`config.mk`:
```
export PLATFORM = sky130hd
export DESIGN_NAME = rr_grant_arbiter
export DESIGN_NICKNAME = d
export VERILOG_FILES = /design/src/rtl/rr_grant_arbiter.sv
export SDC_FILE = /design/constraint.sdc
export NUM_CORES = 1
export LEC_CHECK = 0
export CAP_MARGIN = 20
export CORE_UTILIZATION = 52
export DETAILED_ROUTE_END_ITERATION = 10
export GPL_TIMING_DRIVEN = 0
export PLACE_DENSITY = 0.82
export SLEW_MARGIN = 20
export SYNTH_ARGS = -nofsm -noshare
export SYNTH_HDL_FRONTEND = slang
export SYNTH_SLANG_ARGS = --single-unit
```
`constraint.sdc`:
```
create_clock -name clk -period 3.4 [get_ports clk]
set_input_delay 0.68 -clock clk [delete_from_list [all_inputs] [get_ports clk]]
set_output_delay 0.68 -clock clk [all_outputs]
set_load 0.05 [all_outputs]
```
`src/rtl/rr_grant_arbiter.sv`:
```
// Round-robin arbiter: grants one requester at a time, holds until done, withdrawal
// or MAX_HOLD cycles, then inserts one dead cycle and rotates priority.
module rr_grant_arbiter #(
  parameter int N        = 4,
  parameter int MAX_HOLD = 8,
  parameter int IDW      = 2
) (
  input  logic           clk,
  input  logic           rst_n,
  input  logic [N-1:0]   req,
  input  logic [N-1:0]   done,
  output logic [N-1:0]   gnt,
  output logic [IDW-1:0] gnt_id,
  output logic           busy,
  output logic           timeout
);

  localparam int HCW = $clog2(MAX_HOLD) + 1;

  typedef enum logic [1:0] {IDLE, GRANT, RELEASE} state_t;

  state_t           state, state_d;
  logic [N-1:0]     gnt_d;
  logic [IDW-1:0]   gnt_id_d;
  logic             busy_d;
  logic             timeout_d;
  logic [HCW-1:0]   hold_cnt, hold_cnt_d;
  logic [IDW-1:0]   last, last_d;
  logic [IDW-1:0]   winner;

  // First requesting index strictly after lst, wrapping modulo N.
  function automatic logic [IDW-1:0] pick(input logic [N-1:0] r, input logic [IDW-1:0] lst);
    logic [IDW-1:0] w;
    logic           found;
    int             idx;
    w     = '0;
    found = 1'b0;
    for (int k = 0; k < N; k++) begin
      idx = (int'(lst) + 1 + k) % N;
      if (!found && r[idx[IDW-1:0]]) begin
        w     = idx[IDW-1:0];
        found = 1'b1;
      end
    end
    return w;
  endfunction

  assign winner = pick(req, last);

  always_comb begin
    state_d    = state;
    gnt_d      = gnt;
    gnt_id_d   = gnt_id;
    busy_d     = busy;
    timeout_d  = 1'b0;
    hold_cnt_d = hold_cnt;
    last_d     = last;
    case (state)
      IDLE, RELEASE: begin
        if (|req) begin
          gnt_d         = '0;
          gnt_d[winner] = 1'b1;
          gnt_id_d      = winner;
          busy_d        = 1'b1;
          hold_cnt_d    = '0;
          state_d       = GRANT;
        end else begin
          gnt_d   = '0;
          busy_d  = 1'b0;
          state_d = IDLE;
        end
      end
      GRANT: begin
        // done has priority over the hold limit, so a coincident done suppresses timeout.
        if (done[gnt_id] || !req[gnt_id] || hold_cnt == HCW'(MAX_HOLD - 1)) begin
          gnt_d     = '0;
          busy_d    = 1'b0;
          last_d    = gnt_id;
          timeout_d = !done[gnt_id] && req[gnt_id];
          state_d   = RELEASE;
        end else begin
          hold_cnt_d = hold_cnt + 1'b1;
        end
      end
      default: begin
        gnt_d   = '0;
        busy_d  = 1'b0;
        state_d = IDLE;
      end
    endcase
  end

  always_ff @(posedge clk or negedge rst_n) begin
    if (!rst_n) begin
      state    <= IDLE;
      gnt      <= '0;
      gnt_id   <= '0;
      busy     <= 1'b0;
      timeout  <= 1'b0;
      hold_cnt <= '0;
      last     <= IDW'(N - 1);
    end else begin
      state    <= state_d;
      gnt      <= gnt_d;
      gnt_id   <= gnt_id_d;
      busy     <= busy_d;
      timeout  <= timeout_d;
      hold_cnt <= hold_cnt_d;
      last     <= last_d;
    end
  end

endmodule

```
# After elaboration in Yosys (flattened, before gate mapping)
# Cells that the tools add are included.
# totals
register_bits,16
inputBits,10
out_inout_bits,8
elab_cells,79
# op_classes
add_sub_neg,5
order_cmp,7
eq_ne,6
mux,35
n_reduce_logical,19
# ops
operator,n
$lt 2x3->1 const B,6
$mux 4,4
$pmux 4 s2,2
$mux 1,15
$bmux 1 s2,6
$mux 2,5
$add 2x2->2 const B,3
$ne 2x2->1 const B,3
$logic_and 1x1->1,5
$logic_not 1->1,5
$add 4x1->4 const B,1
$eq 4x3->1 const B,1
$pmux 2 s2,1
$reduce_and 2->1,2
$reduce_or 4->1,1
$reduce_and 3->1,1
$add 2x1->2 const B,1
$demux 1 s2,1
$eq 2x1->1 const B,1
$eq 2x2->1 const B,1
$ge 2x1->1 const B,1
$logic_not 2->1,1
$logic_or 1x1->1,2
$pmux 1 s2,1
other kinds (2),2

# Depth between registers and ports, before layout
# Gate-level depths: netlist (run 1).
# logic_depth
depth_word,19
ltp_mapped,5

# Worst setup path after synthesis (run 1)
# Ideal clock, no wire load.
# synth_timing
path_kind,input port to flip-flop
start,input req[3]
end,register gnt[0]
t_arrival_ns,1.827
t_required_ns,3.278
slack_ns,1.451
cell_stages,5
cell_sequence,nor2b_1 -> mux4_2 -> and3_4 -> buf_6 -> a32o_1
# synth_between
elab_chain_cells,18
# synth_lines
element,line,source
start: declaration,10,"input logic [N-1:0] req,"
$bmux 1 s2,40,if (!found && r[idx[IDW-1:0]]) begin
$mux 1 (not written as such),40,
$mux 1,40,
$logic_not 1->1,40,
$logic_and 1x1->1,40,
$mux 1,40,
$logic_not 1->1,40,
$logic_and 1x1->1,40,
[2 not listed],n/a,
$logic_and 1x1->1,40,
$mux 2,40,
$lt 2x3->1 (not written as such) or $ge 2x1->1 (tied branches),62,gnt_d[winner] = 1'b1;
$logic_and 1x1->1 (not written as such),62,
$mux 1 (not written as such),62,
$demux 1 s2,62,
$mux 4,60,if (|req) begin
$pmux 4 s2,58,case (state)
end signal: assignment,104,gnt <= gnt_d;
end: declaration,12,"output logic [N-1:0] gnt,"
# Parallel ways exist; a longest one is shown, timed or not. The select of a mux whose other input is x is not followed.
# A chain may end at the register's enable or synchronous reset.

# Worst setup path after layout (run 1)
# layout_timing
start,input req[1]
end,register gnt[2]
# Same word-level chain as after synthesis.

==> results.yml, run 1 <==
sta:
  period_share_pct: 66.6
  clock.fmax_ghz: 0.441
  drv_slew: 0
  finalHoldViolCount: 0
  worst_pin_slew_ns: 0.696
  fin_hold_ws_ns: 0.491
  tns_ns: 0
  slew_headroom_pct: 53.4
  rsz0062_at_grt: "no"
  clock_skew_ns: 0.000922
  setup_violations: 0
  setup_ws_ns: 1.13
  fin_crit_ns: 2.27
global_routing:
  grt_max_degree: 17
  grt_pass1_vias: 536
  grt_usage_pct: 21.9
  grt_pass1_wl_mm: 2.31
  grt-ovfl-total: 0
  antenna_found_initial: 0
clock_network:
  clock-root-buffer: "clkbuf_4"
  cts_tree: "built"
  postCtsSetupBuffers: 0
  cts-resized-gates: 0
  clock_path_buffers: 2
  clk_pin_slew_worst_paths_ns: 0.08
  ctsHoldBuffers: 0
  cts_sinks: 16
  insertion_delay_ns: 0.29
  cts_buffers: 3
  h-tree-depth: 1
synth:
  yosysUniqueCellTypes: 28
  ys_seq_elements: 16
  yosysWarnings: 0
  synth-async-reset-ratio_pct: 100
  netlist_instances: 73
  synth-main-ff-cell: "dfrtp_1"
  syn_nets: 84
  netlist_area_um2: 807
  synth_seq_area_share_pct: 49.9
  avgSynthCellArea_um2: 11.1
  synth_edf_count: 0
power_and_ir_drop:
  p_leak_nw: 0.443
  p_per_area_mw_per_mm2: 870
  peakVddDrop_v: 0.000587
die:
  num_io_pins: 18
  initial_core_util_pct: 59.1
  die_y_um: 41.4
  dieArea_mm2: 0.00171
  die_x_um: 41.4
  num_rows: 13
  coreArea_mm2: 0.00137
placement:
  hpwl_mm: 1.18
  dp_slack_ns: 0.831
  gp_congestion: 0.715
  io_buffers: 17
cells_and_area:
  antennaDiodeCount: 0
  drive_gt1_share_pct: 10.8
  synthToLayoutAreaGrowth_pct: 26.2
  seqCellArea_um2: 403
  nets: 106
  multi_input_area_um2: 385
  fin_util_pct: 74.5
  fillers: 102
critical_path:
  cpPeakStageDelay_ns: 0.56
  cp.required_ns: 3.58
  reg2reg_from: "gnt_id[1]"
  cp-endpoint: "gnt[2]"
  path_max_fanout: 8
  cp_cell_sequence: "clkdlybuf4s50_1 > nor2b_1 > mux4_2 > and3_4 > buf_6 > a32o_1"
  worstSetupPathType: "in2reg"
  reg2reg_slack_ns: 1.69
  crit_slowest_cell: "mux4_2"
  worstRegToRegCells: 4
  crit_start: "req[1]"
  regToRegEndpoint: "gnt[2]"
  endpoint_kind: "flip-flop"
  cp_num_buf_inv: 2
  cp_top_family: "buffers and inverters"
  arrival_ns: 2.45
  crit_cells: 6
  critPathLaunchType: "input pin"
routing:
  avgRoutedWirePerCell_um: 15.1
  drcViolationCount: 0
  wirelength_mm: 1.63
  met2_length_um: 718
  drtIter0Drc: 11
  ant_nets: 0
  drt_pass1_iterations: 5
  routed-wl-met3_um: 111
  route.vias.total: 655
  viasPerCell: 6.06
  wl_met1_um: 766
  top_layer_used: "met4"
outcome:
  status: "finished, final reports clean"
flow_run:
  cap_violations: 0
min_path:
  hold_class: "reg2reg"
## worst reg2reg max path, cell delays in order, from the launching register on
cell     delay, ns
dfrtp_1       0.43
mux4_2        0.62
and3_4        0.23
buf_6         0.13
a32o_1        0.20
## sequential cells by signal (all words and copies together), names as in the netlist
name / flops
gnt: 4
hold_cnt: 4
gnt_id: 2
last: 2
state: 2
busy: 1
timeout: 1
## where the power goes
part           switching [mW]  internal, mW  total (mW)
Sequential             0.0620         0.271       0.333
Combinational           0.273         0.182       0.455
Clock                  0.0567        0.0412      0.0979
## cells by family (layout without fill, tap and decap cells)
kind of cell	Yosys count	count (layout)	share of synthesized area [%]
and+or+nand+nor	29	29	19.7
AOI/OAI and AO/OA	18	18	17.2
DFF	16	16	49.9
muxes	6	6	9.30
buffers and inverters	3	23	2.33
adders and majority gates	1	1	1.55
## cells in the final DEF, fill, tap and decap left out, drive strengths merged, types with 3 or more instances in the layout
cell and n:
dfrtp 14, clkdlybuf4s50 17, nor2b 6, a21o 3, nand4 3, nor2 4, nand2 8, mux2i 3
nand2b 4, clkbuf 3, a21oi 4
## synth_stat cells (2+ instances only)
cell	instances	area share [%]
nor2b_1	6	4.7
dfstp_2	2	6.5
dfrtp_1	14	43
mux2_1	2	2.8
a21o_1	3	2.8
o2bb2ai_1	2	2.2
a21oi_1	3	1.9
mux2i_1	3	3.7
nand4_1	3	2.3
nand2_1	8	3.7
inv_1	2	0.93
nand2b_1	4	3.1
a32o_1	2	2.5
nand3b_1	2	1.9
nor2_1	4	1.9
## worst min-delay path by stage
| stage | start | endpoint | cells past startpoint |
|---|---|---|---|
| 6_report | busy | busy | 1 |
| 5_1_grt | busy | busy | 1 |
| 4_1_cts | busy | busy | 1 |
| 3_5_place_dp | busy | busy | 1 |
| 3_3_place_gp | busy | busy | 1 |
| 2_1_floorplan | rst_n | busy | 0 |
## final cells by class
class                           count  area share, %
Clock buffer                        3           2.21
Buffer                              1           1.11
Multi-Input combinational cell     54           37.8
Timing Repair Buffer               17           16.7
Sequential cell                    16           39.6
Inverter                            2          0.737
Tap cell                           15           1.84
## metal layers
layer | up-vias | global-route usage, %
met5 | - | 0
met3 | 5 | 4.79
met2 | 20 | 33.2
li1 | 309 | -
met1 | 321 | 29.2
met4 | 0 | 12.1
## metrics by stage
stage | power, mW | cells | cell area [um2]
floorplan | 0.650 | 73 | 807
global placement | 0.781 | 105 | 996
detailed placement | 0.790 | 105 | 996
CTS | 0.889 | 108 | 1020
global route | 0.936 | 108 | 1020
finish | 0.886 | 108 | 1020
Note: power is estimated with default switching activity, not from simulation.
==> run 2, diff against run 1 <==
--- a/config.mk
+++ b/config.mk
@@ -6,10 +6,11 @@
 export NUM_CORES = 1
 export LEC_CHECK = 0
 export CAP_MARGIN = 20
-export CORE_UTILIZATION = 52
+export CORE_ASPECT_RATIO = 1.25
+export CORE_UTILIZATION = 43
 export DETAILED_ROUTE_END_ITERATION = 10
 export GPL_TIMING_DRIVEN = 0
-export PLACE_DENSITY = 0.82
+export PLACE_DENSITY = 0.73
 export SLEW_MARGIN = 20
 export SYNTH_ARGS = -nofsm -noshare
 export SYNTH_HDL_FRONTEND = slang
==> constraint.sdc (replaced) <==
create_clock -name clk -period 1.85 [get_ports clk]
set_input_delay 0.37 -clock clk [delete_from_list [all_inputs] [get_ports clk]]
set_output_delay 0.37 -clock clk [all_outputs]
set_load 0.05 [all_outputs]
==> run 2 against run 1 <==
Effect of this change:
- die area is 20% higher
- wire length is 0.37% higher
- critical path type is now reg2out
- count of clock-buffer cells in the layout is 1 higher
- sequential power is 83% higher
- combinational power is 83% higher
- critical endpoint is now gnt[1]
- final cell count is 6.5% higher
- clock skew is 0.0057 ns higher
- global-route usage is 2.9 points lower
- setup slack worse by 1.1 ns
- cell area is 2.9% higher
- worst hold slack worse by 0.0026 ns
==> results.yml, run 2 (synthesis gave the netlist of run 1 again) <==
die:
  dieArea_mm2: 0.00206
  die_y_um: 50.4
  initial_core_util_pct: 45.7
  coreArea_mm2: 0.00177
  die_x_um: 40.8
  num_io_pins: 18
  num_rows: 17
routing:
  wirelength_mm: 1.64
  drt_pass1_iterations: 4
  route.vias.total: 649
  avgRoutedWirePerCell_um: 14.3
  wl_met1_um: 775
  drcViolationCount: 0
  top_layer_used: "met4"
  drtIter0Drc: 12
  routed-wl-met3_um: 76
  met2_length_um: 747
  viasPerCell: 5.64
  ant_nets: 0
cells_and_area:
  nets: 108
  antennaDiodeCount: 0
  seqCellArea_um2: 404
  layout.cells.most_common: "dfrtp_1"
  reg_top3: "gnt (4), hold_cnt (4)"
  drive_gt1_share_pct: 13.5
  most-common-layout-cells: "dfrtp_1 (13), nand2_1 (8), nor2b_1 (6), clkdlybuf4s50_1 (6), dlygate4sd2_1 (6)"
  multi_input_area_um2: 385
  synthToLayoutAreaGrowth_pct: 29.9
  fillers: 158
global_routing:
  antenna_found_initial: 0
  grt_usage_pct: 19.0
  grt_max_degree: 17
  grt-ovfl-total: 0
  grt_pass1_wl_mm: 2.55
  grt_pass1_vias: 650
power_and_ir_drop:
  p_sw_share_pct: 44.1
  p_leak_nw: 0.539
  p_int_mw: 0.916
  p_clk_share_pct: 12.0
  seqPwrFrac_pct: 37.1
  p_switching_mw: 0.723
  peakVddDrop_v: 0.000985
  p_per_area_mw_per_mm2: 1560
  p_comb_share_pct: 50.8
sta:
  fin_crit_ns: 1.80
  finalHoldViolCount: 0
  setup_ws_ns: 0.0473
  rsz0062_at_grt: "no"
  clock_skew_ns: 0.00659
  setup_violations: 0
  worst_pin_slew_ns: 0.719
  slew_headroom_pct: 51.9
  fin_hold_ws_ns: 0.489
  period_share_pct: 97.4
  clock.fmax_ghz: 0.555
  drv_slew: 0
placement:
  dp_slack_ns: -0.392
  io_buffers: 17
  gp_congestion: 0.794
critical_path:
  endpoint_kind: "output pin"
  cp_cell_sequence: "clkdlybuf4s50_1"
  cp_top_family: "buffers and inverters"
  crit_start: "gnt[1]"
  path_max_fanout: 2
  cpPeakStageDelay_ns: 0.80
  worstSetupPathType: "reg2out"
  cp_num_buf_inv: 1
  arrival_ns: 1.43
  crit_slowest_cell: "clkdlybuf4s50_1"
  critPathLaunchType: "flip-flop"
  cp.required_ns: 1.48
  reg2reg_slack_ns: 0.21
  reg2reg_from: "gnt_id[1]"
clock_network:
  clock-root-buffer: "clkbuf_4"
  clk_pin_slew_worst_paths_ns: 0.10
  cts_tree: "built"
  h-tree-depth: 1
  cts_buffers: 3
  insertion_delay_ns: 0.29
  cts_sinks: 16
  clock_path_buffers: 2
flow_run:
  cap_violations: 0
outcome:
  status: "finished, final reports clean"
min_path:
  holdCritStartpoint: "busy"
  hold_class: "reg2reg"
[run 2: cell types whose count changed in the layout (fill, tap and decap cells not counted), sizes merged]
cell | before | now
dlygate4sd2 | 0 | 6
buf | 1 | 3
dlymetal6s2s | 0 | 5
clkdlybuf4s50 | 17 | 6
clkbuf | 3 | 4
[run 2: per-layer routing]
layer,GRT usage (%),vias up
li1,-,311
met1,22.0,314
met2,29.6,18
met3,3.98,6
met4,12.8,0
met5,0,-
[run 2: timing repair]
item | 4_1_cts | 5_1_grt
setup endpoints to repair | 10 | 5
setup buffers | 2 | 0
resized for setup | 6 | 5
hold buffers | 0 | 0
[run 2: final cells by class]
type,count,share of cell area (%)
plain buffers,1,1.07
clock buffers,4,2.51
inverters,2,0.716
multi-input cells,54,36.8
flip-flops and latches,16,38.5
well taps,19,2.27
repair buffers,19,18.1
[run 2: through the flow]
| step | util [%] | power [mW] | setup TNS [ns] | std cells | instance area (um2) |
|---|---|---|---|---|---|
| floorplan | - | 1.20 | 0 | 73 | 808 |
| global placement | 56.8 | 1.44 | -3.83 | 109 | 1000 |
| detailed placement | 56.8 | 1.45 | -3.93 | 109 | 1000 |
| CTS | 58.7 | 1.65 | 0 | 115 | 1040 |
| global route | 59.4 | 1.75 | 0 | 115 | 1050 |
| finish | 59.4 | 1.64 | 0 | 115 | 1050 |
[run 2: final timing paths]
path                            cells past startpoint     endpoint
worst max-delay path                                1       gnt[1]
worst max register to register                      4       gnt[0]
min in group asynchronous                           1  hold_cnt[2]
worst min-delay path                                1         busy
worst min register to register                      1         busy
max in group asynchronous                           1    gnt_id[1]
[run 2: power by group through the flow]
stage | Clock (mW) | Combinational [mW] | Sequential, mW
after floorplan | 0 | 0.375 | 0.822
after CTS | 0.202 | 0.841 | 0.610
final | 0.197 | 0.833 | 0.608
after detailed placement | 0 | 0.833 | 0.617
after global placement | 0 | 0.822 | 0.614
after global routing | 0.222 | 0.899 | 0.630
==> run 3, diff against run 2 <==
--- a/config.mk
+++ b/config.mk
@@ -8,9 +8,11 @@
 export CAP_MARGIN = 20
 export CORE_ASPECT_RATIO = 1.25
 export CORE_UTILIZATION = 43
+export CTS_CLUSTER_DIAMETER = 100
 export DETAILED_ROUTE_END_ITERATION = 10
 export GPL_TIMING_DRIVEN = 0
 export PLACE_DENSITY = 0.73
+export SKIP_CTS_REPAIR_TIMING = 1
 export SLEW_MARGIN = 20
 export SYNTH_ARGS = -nofsm -noshare
 export SYNTH_HDL_FRONTEND = slang
==> run 3 against run 2 <==
Effect of this change:
- wire length down 0.73%
- power is 1.1% higher
- sequential power is essentially flat
- clock power barely moved
- global-route usage is 0.087 points lower
- first-iteration DRC count is 25% lower
- register-to-register slack lost 0.03 ns
- combinational power grew 2%
- final cell count fell by 0.87%
- utilization increased by 1.3 points
- count of clock-buffer cells in the layout did not move
- cell area increased by 2.1%
==> results.yml, run 3 (synthesis gave the netlist of run 1 again) <==
die:
  dieArea_mm2: 0.00206
  num_io_pins: 18
  die_y_um: 50.4
  coreArea_mm2: 0.00177
  die_x_um: 40.8
  num_rows: 17
  initial_core_util_pct: 45.7
global_routing:
  grt_usage_pct: 18.9
  grt_pass1_vias: 633
  grt-ovfl-total: 0
  antenna_found_initial: 0
  grt_pass1_wl_mm: 2.53
  grt_max_degree: 17
cells_and_area:
  fillers: 150
  stdcell_area_mm2: 0.00107
  nets: 107
  seqCellArea_um2: 404
  synthToLayoutAreaGrowth_pct: 32.7
  stdcell_count: 114
  reg_top3: "gnt (4), hold_cnt (4)"
  most-common-layout-cells: "dfrtp_1 (13), dlymetal6s2s_1 (11), nand2_1 (8), nor2b_1 (6), clkdlybuf4s50_1 (6)"
  drive_gt1_share_pct: 12.6
  antennaDiodeCount: 0
  multi_input_area_um2: 393
  layout.cells.most_common: "dfrtp_1"
sta:
  finalHoldViolCount: 0
  clock.fmax_ghz: 0.554
  tns_ns: 0
  drv_slew: 0
  rsz0062_at_grt: "no"
  fin_hold_ws_ns: 0.489
  worst_pin_slew_ns: 0.719
  setup_ws_ns: 0.0464
  setup_violations: 0
  fin_crit_ns: 1.80
  slew_headroom_pct: 51.9
  clock_skew_ns: 0.00629
  period_share_pct: 97.5
clock_network:
  cts_buffers: 3
  cts_tree: "built"
  h-tree-depth: 1
  clock-root-buffer: "clkbuf_4"
  clock_path_buffers: 2
  clk_pin_slew_worst_paths_ns: 0.10
  insertion_delay_ns: 0.29
  cts_sinks: 16
routing:
  ant_nets: 0
  route.vias.total: 633
  viasPerCell: 5.55
  drt_pass1_iterations: 4
  wirelength_mm: 1.63
  avgRoutedWirePerCell_um: 14.3
  drcViolationCount: 0
  drtIter0Drc: 9
critical_path:
  endpoint_kind: "output pin"
  cp_num_buf_inv: 1
  arrival_ns: 1.43
  reg2reg_from: "gnt_id[1]"
  critPathLaunchType: "flip-flop"
  crit_slowest_cell: "clkdlybuf4s50_1"
  cp_top_family: "buffers and inverters"
  cpPeakStageDelay_ns: 0.80
  crit_start: "gnt[1]"
  path_max_fanout: 2
  crit_cells: 1
  cp.required_ns: 1.48
  worstRegToRegCells: 4
  worstSetupPathType: "reg2out"
  cp_cell_sequence: "clkdlybuf4s50_1"
outcome:
  status: "finished, final reports clean"
placement:
  io_buffers: 17
  dp_slack_ns: -0.392
  gp_congestion: 0.794
  dpl-instance-area_mm2: 0.00100
  place_inst: 109
flow_run:
  cap_violations: 0
power_and_ir_drop:
  p_sw_share_pct: 44.1
  p_leak_nw: 0.582
  p_comb_share_pct: 51.3
  peakVddDrop_v: 0.000998
  p_per_area_mw_per_mm2: 1550
  p_clk_share_pct: 12.0
  p_switching_mw: 0.730
  seqPwrFrac_pct: 36.7
  p_int_mw: 0.926
min_path:
  hold_class: "reg2reg"
  holdPathStages: 1
  holdCritStartpoint: "busy"
run 3: power by group through the flow:
stage / Clock, mW / Sequential [mW] / Combinational, mW
4_1_cts: 0.202 / 0.611 / 0.834
2_1_floorplan: 0 / 0.822 / 0.375
6_report: 0.199 / 0.608 / 0.849
5_1_grt: 0.225 / 0.630 / 0.914
3_3_place_gp: 0 / 0.614 / 0.822
3_5_place_dp: 0 / 0.617 / 0.833
run 3: cell type report:
type	count	share of cell area [%]
inverter	2	0.701
multi-input combinational	54	36.7
buffer	1	1.05
timing repair buffer	18	19.2
clock buffer	4	2.45
sequential	16	37.7
tap	19	2.22
run 3: worst reg2reg max path: stages, from the launching register on:
cell and delay [ns]:
dfrtp_2 0.41, mux4_2 0.60, and3_4 0.22, buf_6 0.13
a32o_1 0.20
run 3: path summary, 6_finish.rpt:
check                               to  slack (ns)
max                             gnt[1]        0.05
min                               busy        0.49
max reg2reg                     gnt[0]        0.18
min reg2reg                       busy        0.49
max in group asynchronous    gnt_id[1]        0.85
min in group asynchronous  hold_cnt[3]        0.50
run 3: routing by layer:
metal / GRT usage, % / routed length [um]
met1: 22.6 / 793
met2: 28.8 / 724
met3: 3.98 / 78
met5: 0 / 0
met4: 12.8 / 31
run 3: through the flow:
stage / total power [mW] / util (%)
after floorplan: 1.20 / -
after global placement: 1.44 / 56.8
after detailed placement: 1.45 / 56.8
after CTS: 1.65 / 58.3
after global routing: 1.77 / 60.7
final: 1.66 / 60.7
